`src/rtl/x_mem_arb2.sv`:
```
// Two-master arbiter for the single valid/accept memory port; zero-latency forwarding, grant locked until accept.
// Round-robin on contention by default; define X_MEM_ARB2_FIXED_PRIO_EN to give master 0 fixed priority.
module x_mem_arb2 #(
    parameter int AW = 32,
    parameter int DW = 32
) (
    input  logic          i_clk,
    input  logic          i_nrst,
    input  logic          i_m0_valid,
    input  logic          i_m0_rnw,
    input  logic [AW-1:0] i_m0_addr,
    input  logic [DW-1:0] i_m0_data,
    output logic          o_m0_accept,
    output logic [DW-1:0] o_m0_data,
    input  logic          i_m1_valid,
    input  logic          i_m1_rnw,
    input  logic [AW-1:0] i_m1_addr,
    input  logic [DW-1:0] i_m1_data,
    output logic          o_m1_accept,
    output logic [DW-1:0] o_m1_data,
    output logic          o_valid,
    output logic          o_rnw,
    output logic [AW-1:0] o_addr,
    output logic [DW-1:0] o_data,
    input  logic [DW-1:0] i_data,
    input  logic          i_accept
);

    localparam logic [1:0] IDLE = 2'd0;
    localparam logic [1:0] OWN0 = 2'd1;
    localparam logic [1:0] OWN1 = 2'd2;

    logic [1:0] state_q, state_d;
    logic       last_q, last_d;
    logic       req_vld;
    logic       req_sel;
    logic       fwd;

    // Which master (if any) is presented downstream this cycle.
    always_comb begin
        req_vld = 1'b0;
        req_sel = 1'b0;
        case (state_q)
            IDLE: begin
                req_vld = i_m0_valid | i_m1_valid;
                if (i_m0_valid && i_m1_valid) begin
`ifdef X_MEM_ARB2_FIXED_PRIO_EN
                    req_sel = 1'b0;
`else
                    req_sel = ~last_q;
`endif
                end else begin
                    req_sel = i_m1_valid;
                end
            end
            OWN0: begin
                req_vld = i_m0_valid;
                req_sel = 1'b0;
            end
            OWN1: begin
                req_vld = i_m1_valid;
                req_sel = 1'b1;
            end
            default: begin
                req_vld = 1'b0;
                req_sel = 1'b0;
            end
        endcase
    end

    always_comb begin
        state_d = state_q;
        last_d  = last_q;
        case (state_q)
            IDLE: begin
                if (req_vld) begin
                    if (i_accept) begin
`ifndef X_MEM_ARB2_FIXED_PRIO_EN
                        last_d = req_sel;
`endif
                    end else begin
                        state_d = req_sel ? OWN1 : OWN0;
                    end
                end
            end
            OWN0, OWN1: begin
                // A withdrawn request releases the lock without counting as served.
                if (!req_vld) begin
                    state_d = IDLE;
                end else if (i_accept) begin
                    state_d = IDLE;
`ifndef X_MEM_ARB2_FIXED_PRIO_EN
                    last_d  = req_sel;
`endif
                end
            end
            default: state_d = IDLE;
        endcase
    end

    always_ff @(posedge i_clk or negedge i_nrst) begin
        if (!i_nrst) begin
            state_q <= IDLE;
            last_q  <= 1'b1;
        end else begin
            state_q <= state_d;
            last_q  <= last_d;
        end
    end

    // Reset gates the outputs so the downstream sees the request vanish at once.
    assign fwd = req_vld & i_nrst;

    assign o_valid     = fwd;
    assign o_rnw       = fwd & (req_sel ? i_m1_rnw : i_m0_rnw);
    assign o_addr      = fwd ? (req_sel ? i_m1_addr : i_m0_addr) : '0;
    assign o_data      = fwd ? (req_sel ? i_m1_data : i_m0_data) : '0;
    assign o_m0_accept = fwd & i_accept & ~req_sel;
    assign o_m1_accept = fwd & i_accept & req_sel;
    assign o_m0_data   = i_data;
    assign o_m1_data   = i_data;

endmodule
```
`config.mk`:
```
export PLATFORM = sky130hd
export DESIGN_NAME = x_mem_arb2
export DESIGN_NICKNAME = d
export VERILOG_FILES = /design/src/rtl/x_mem_arb2.sv
export SDC_FILE = /design/constraint.sdc
export NUM_CORES = 1
export LEC_CHECK = 0
export CAP_MARGIN = 10
export CORE_AREA = 2 2 117 119
export DETAILED_ROUTE_END_ITERATION = 6
export DIE_AREA = 0 0 119 121
export SYNTH_ARGS = -nofsm -noshare
export SYNTH_HDL_FRONTEND = slang
export SYNTH_SLANG_ARGS = --single-unit
```
`constraint.sdc`:
```
create_clock -name i_clk -period 2.2 [get_ports i_clk]
set_input_delay 0.22 -clock i_clk [delete_from_list [all_inputs] [get_ports i_clk]]
set_output_delay 0.22 -clock i_clk [all_outputs]
set_load 0.01 [all_outputs]
```
==> qor.yml, run 1 <==
swShare_pct: 49.75
gp_congestion: 0.8236
start_util_pct: 13.55
crit_buf_inv: 3
first_global_vias: 2391
cap_violations: 0
power_frac_seq_pct: 3.6
ant_nets: 0
avgSynthCellArea_sq_um: 5.683
drive_gt1_share_pct: 24.00
combPwrFrac_pct: 85.9
finalHoldViolations: 0
worstSkewPairLatency_ns: 0.22
critPathTopFamily: "buffers and inverters"
busiest_layer: "met2"
hp-class: "in2async"
crit_slowest_cell: "dfrtp_1"
ys_warn_count: 0
dr.first_iter.drc_count: 45
yosysMostFrequentCell: "nand2_1"
report.final.slew_viol_count: 0
design_area_sq_um: 3448
num_rows: 42
diodes: 0
postSynthCellCount: 312
drt_pre_antenna_iters: 6
drc: 0
clkPwrFrac_pct: 10.5
clk_transition_reported_paths_ns: 0.03
dp.final_hpwl_microns: 6342
grt_use_met3_pct: 3.618
finalPower_mw: 2.766
cts_max_level: 1
cp-start-kind: "register"
grt_pass1_wl_microns: 11160
track_usage_pct: 9.382
cts-buffers-inserted: 3
io_pins: 299
routed_via_density: 3.958
p_sw_mw: 1.376
cp-startpoint: "state_q[1]$_DFFE_PN0P_"
dieArea_sq_um: 14400
antenna_found_initial: 0
die_h_microns: 121
overflow: 0
clock_sinks: 3
vias: 2478
syn-cell-area_sq_um: 1773
root_buffer: "clkbuf_16"
grt_use_met2_pct: 17.03
grt_max_degree: 38
dp_slack_ns: -0.2183
yosysSeqAreaShare_pct: 4.305
synth_edf_count: 0
core_area_sq_um: 13090
netlist_top_cells_count: "nand2_1 (133), buf_4 (65), a21oi_1 (47)"
area_delta_synth_final_pct: 94.50
worstReg2RegStart: "state_q[0]$_DFFE_PN0P_"
internal-power_mw: 1.390
ir_drop_uv: 516.8
cp.arrival_ns: 1.87
async_flop_share_pct: 100.0
cpPeakStageDelay_ns: 0.37
worst-path-max-fanout: 37
fin_ws_ns: 0.1084
timing.final.crit_share_pct: 95.07
synth_cell_types: 25
cts_tree: "yes"
maxSlewHeadroom_pct: 73.80
nFillCells: 1444
yosysTopAreaCell: "nand2_1"
synth_nets: 484
wl_per_cell_microns: 12.30
ys_ff_latch: 3
critPathCaptureType: "output pin"
cp_cell_sequence: "buf_4 > ha_4 > a31oi_4 > buf_12 > nand2_1 > a21oi_2 > dlygate4sd2_1"
worstPathRequired_ns: 1.98
yosys-top-cells-area: "nand2_1 (28%), buf_4 (28%), a21oi_1 (13%), a21oi_2 (9.9%), ha_1 (3.5%)"
leakage_nw: 1.522
die_x_microns: 119
crit_type: "reg2out"
port_buffers: 202
clock.fmax_mhz: 478.1
synth_top_cell_area_share_pct: 28.16
status: "finished, final reports clean"
clock_path_buffers: 2
synth_ff_type: "dfrtp_1"
finalClockSkew_ns: 0.001071
fin_nets: 623
setup_viol: 0
min_period_ns: 2.092
worstMarginPinSlew_ns: 0.3923
dpl-instance-area_sq_um: 3623
power_density_nw_per_um2: 802.0
grtUsageMet1_pct: 9.339
wl_microns: 7698
[cell families after synthesis]
group                      synth area share (%)
and+or+nand+nor                           30.20
buffers and inverters                     34.30
AOI/OAI and AO/OA                         27.10
adders and majority gates                 3.529
DFF                                       4.305
muxes                                    0.5646
[placed cells by master (no fill, tap or decap), types with 2 or more instances in the layout]
cell,Yosys,final
clkdlybuf4s50_1,0,134
nand2_1,133,132
clkbuf_2,0,56
a21oi_1,47,47
a21oi_2,20,20
dlygate4sd2_1,0,12
buf_4,65,11
buf_12,0,5
inv_2,1,3
ha_1,5,3
clkbuf_16,0,3
o21ai_2,2,2
nor3_1,2,2
nand4b_1,2,2
ha_4,0,2
dfrtp_1,2,2
[flip-flops by register name, indices dropped and copies added (netlist names)]
signal / count
last_q: 1
state_q: 2
[per-stage QoR]
stage               hold WS (ns)  utilization [%]  instances  setup TNS [ns]
global route              0.3607            26.35        626     -0.00003531
finish                    0.3383            26.35        626               0
global placement          0.4401            27.69        622          -6.181
detailed placement        0.4401            27.69        622          -9.965
CTS                       0.3426            27.88        626               0
floorplan               -0.07559                -        312               0
[metal layers]
metal	up-vias	routed length, microns
met1	1064	2751
li1	1215	-
met2	151	3707
met5	-	0
met3	48	911
met4	0	328
[path summary, 6_finish.rpt]
kind                                                to  slack, ns  depth (start not counted)
worst max register to register  state_q[0]$_DFFE_PN0P_       0.48                          7
worst max-delay path                        o_data[20]       0.11                          7
worst min-delay path            state_q[0]$_DFFE_PN0P_       0.34                          2
min in group i_clk                        o_m1_data[1]       0.44                          0
max in group asynchronous           last_q$_DFFE_PN1P_       1.68                          2
worst min register to register      last_q$_DFFE_PN1P_       0.56                          2
[what timing repair did]
action / in CTS / in global routing
resized for setup: 76 / 115
pin swaps: 0 / 1
buffers inserted: 0 / 0
endpoints found under the setup margin: 68 / 67
hold buffers: 0 / 0
[worst reg2reg max path: cells and delay by family, from the launching register on]
family	cells	cell delay [ns]
AOI/OAI and AO/OA	3	0.54
adders and majority gates	1	0.20
DFF	1	0.37
buffers and inverters	2	0.26
muxes	1	0.23
[area by class of cell]
cell class                      instances  area (sq um)  area share (%)
Timing Repair Buffer                  219          1924           55.81
Multi-Input combinational cell        220          1134           32.87
Sequential cell                         3         76.32           2.213
Clock buffer                            4         78.83           2.286
Tap cell                              176         220.2           6.386
Inverter                                4         15.01          0.4354
[power groups by stage]
stage / clock network [mW] / registers (mW) / logic (mW)
floorplan: 0 / 0.103 / 1.43
global placement: 0 / 0.0974 / 2.59
detailed placement: 0 / 0.0983 / 2.63
global route: 0.300 / 0.103 / 2.61
finish: 0.291 / 0.0997 / 2.37
CTS: 0.298 / 0.0989 / 2.45
Note: power is estimated with default switching activity, not from simulation.
==> run 2: changes to the inputs <==
==> constraint.sdc (replaced) <==
create_clock -name i_clk -period 2 [get_ports i_clk]
set_input_delay 0.2 -clock i_clk [delete_from_list [all_inputs] [get_ports i_clk]]
set_output_delay 0.2 -clock i_clk [all_outputs]
set_load 0.01 [all_outputs]
==> qor.yml, run 2 (synthesized netlist as in run 1, its figures left out) <==
crit_type: "reg2out"
holdBufCountCts: 0  # unchanged
power_density_nw_per_um2: 1012  # +26%
ir_drop_uv: 511.2  # -1.1%
wl_microns: 9919  # +29%
regToRegEndpoint: "state_q[0]$_DFFE_PN0P_"
grt_pass1_wl_microns: 12300  # +10%
dp_slack_ns: -0.3789  # -0.1606 ns
clk_transition_reported_paths_ns: 0.03  # about the same
rrSetupSlack_ns: 0.17  # -0.31 ns
clock_path_buffers: 2  # unchanged
status: "complete, but fails checks"
grt_max_degree: 38  # unchanged
overflow: 0  # unchanged
worst-path-max-fanout: 8  # -78%
cts_tree: "yes"
hp-class: "in2async"
clkPwrFrac_pct: 7.7  # -2.8 points
cp-start-kind: "register"
routed_via_density: 4.102  # +3.6%
leakage_nw: 1.751  # +15%
track_usage_pct: 10.44  # +1.1 points
worstMarginPinSlew_ns: 0.3882  # -0.004093 ns
critPathCaptureType: "output pin"
final_cell_mix: "clkdlybuf4s50_1 (134), nand2_1 (130), buf_2 (64)"
p_sw_mw: 1.976  # +44%
fin_nets: 646  # +3.7%
finalClockSkew_ns: 0.001500  # +0.0004283 ns
power_frac_seq_pct: 2.7  # -0.9 points
antenna_found_initial: 0  # unchanged
worstPathRequired_ns: 1.80  # -0.18 ns
maxSlewHeadroom_pct: 74.07  # +0.27 points
dr.first_iter.drc_count: 118  # +160%
fin_ws_ns: -0.06202  # -0.1704 ns
port_buffers: 202  # unchanged
dpl-instance-area_sq_um: 3631  # +0.21%
finalPower_mw: 4.097  # +48%
dieArea_sq_um: 14400  # unchanged
finalHoldViolations: 0  # unchanged
swShare_pct: 48.22  # -1.5 points
start_util_pct: 13.55  # unchanged
r2r_cells: 9  # +2
design_area_sq_um: 4050  # +17%
final_common_cell: "clkdlybuf4s50_1"
io_pins: 299  # unchanged
cpPeakStageDelay_ns: 0.37  # about the same
wl_per_cell_microns: 15.28  # +24%
area_delta_synth_final_pct: 128.4
die_h_microns: 121  # unchanged
worstReg2RegStart: "state_q[1]$_DFFE_PN0P_"
root_buffer: "clkbuf_16"
crit_slowest_cell: "dfrtp_1"
drive_gt1_share_pct: 39.32  # +15 points
cap_violations: 0  # unchanged
cp.arrival_ns: 1.86  # about the same
drt_pre_antenna_iters: 4  # -2
combPwrFrac_pct: 89.6  # +3.7 points
worstSkewPairLatency_ns: 0.22  # about the same
core_area_sq_um: 13090  # unchanged
num_rows: 42  # unchanged
cts_max_level: 1  # unchanged
fin_tns_setup_ns: -1.758  # -1.758 ns
diodes: 0  # unchanged
setup_viol: 58  # +58
violations: "negative setup slack"
gp_congestion: 0.8344  # +1.3%
clock.fmax_mhz: 485.0
internal-power_mw: 2.121  # +53%
finalNonFillerCells: 649  # +3.7%
cts-buffers-inserted: 3  # unchanged
dp_cells: 623  # +0.16%
ant_nets: 0  # unchanged
top_regs: "state_q: 2 flops, last_q: 1 flops"
min_period_ns: 2.062
first_global_vias: 2497  # +4.4%
crit_buf_inv: 5  # +2
die_x_microns: 119  # unchanged
final_core_util_pct: 30.95  # +4.6 points
clock_sinks: 3  # unchanged
rsz0062_at_grt: "yes"
critPathTopFamily: "buffers and inverters"
dp.final_hpwl_microns: 6490  # +2.3%
report.final.slew_viol_count: 0  # unchanged
timing.final.crit_share_pct: 103.1
drc: 0  # unchanged
cp_cell_sequence: "inv_2 > buf_6 > ha_4 > o21ai_4 > a21oi_4 > nand2_4 > buf_12 > clkbuf_16 > a21oi_1 > buf_2"
regMostFlops: "state_q"
whs_ns: 0.3570  # +0.01872 ns
vias: 2662  # +7.4%
largest_register_ffs: 2  # unchanged
run 2: cell types whose count changed in the layout (fill, tap and decap cells not counted), sizes merged:
cell | previous run | this run
buf | 17 | 101
clkbuf | 60 | 11
dlygate4sd2 | 12 | 0
run 2: worst max path at each step:
| stage | cells past startpoint | start | endpoint | slack (ns) |
|---|---|---|---|---|
| finish | 10 | state_q[1]$_DFFE_PN0P_ | o_addr[17] | -0.06 |
| global route | 9 | state_q[0]$_DFFE_PN0P_ | o_addr[25] | -0.13 |
| CTS | 8 | state_q[0]$_DFFE_PN0P_ | o_data[25] | -0.1 |
| detailed placement | 8 | state_q[0]$_DFFE_PN0P_ | o_addr[26] | -0.38 |
| global placement | 7 | i_m0_valid | o_data[5] | -0.31 |
| floorplan | 7 | state_q[1]$_DFFE_PN0P_ | o_data[10] | 0.13 |
run 2: layer usage:
layer / GRT usage (%) / share of wire (%) / up-vias
met5: 0 / 0 / -
met4: 3.348 / 2.1 / 0
met3: 3.853 / 9.5 / 37
met2: 19.58 / 52 / 154
met1: 10.70 / 36 / 1209
li1: - / - / 1262
run 2: power groups by stage:
| stage | clock network [mW] | logic [mW] | registers, mW |
|---|---|---|---|
| after global placement | 0 | 2.83 | 0.107 |
| after detailed placement | 0 | 2.91 | 0.108 |
| final | 0.316 | 3.67 | 0.109 |
| after CTS | 0.322 | 2.84 | 0.110 |
| after floorplan | 0 | 1.58 | 0.113 |
| after global routing | 0.332 | 3.94 | 0.110 |
run 2: cell type report:
type / instances / area (sq um)
Timing Repair Buffer: 242 / 2291
Multi-Input combinational cell: 220 / 1369
Fill cell: 1405 / 9035
Tap cell: 176 / 220.2
Clock buffer: 4 / 78.83
Sequential cell: 3 / 76.32
Inverter: 4 / 15.01
run 2: repair_timing:
item / CTS / global route
pin swaps: 2 / 7
cloned: 2 / 8
setup buffers: 3 / 9
endpoints found under the setup margin: 68 / 68
resized for setup: 287 / 65
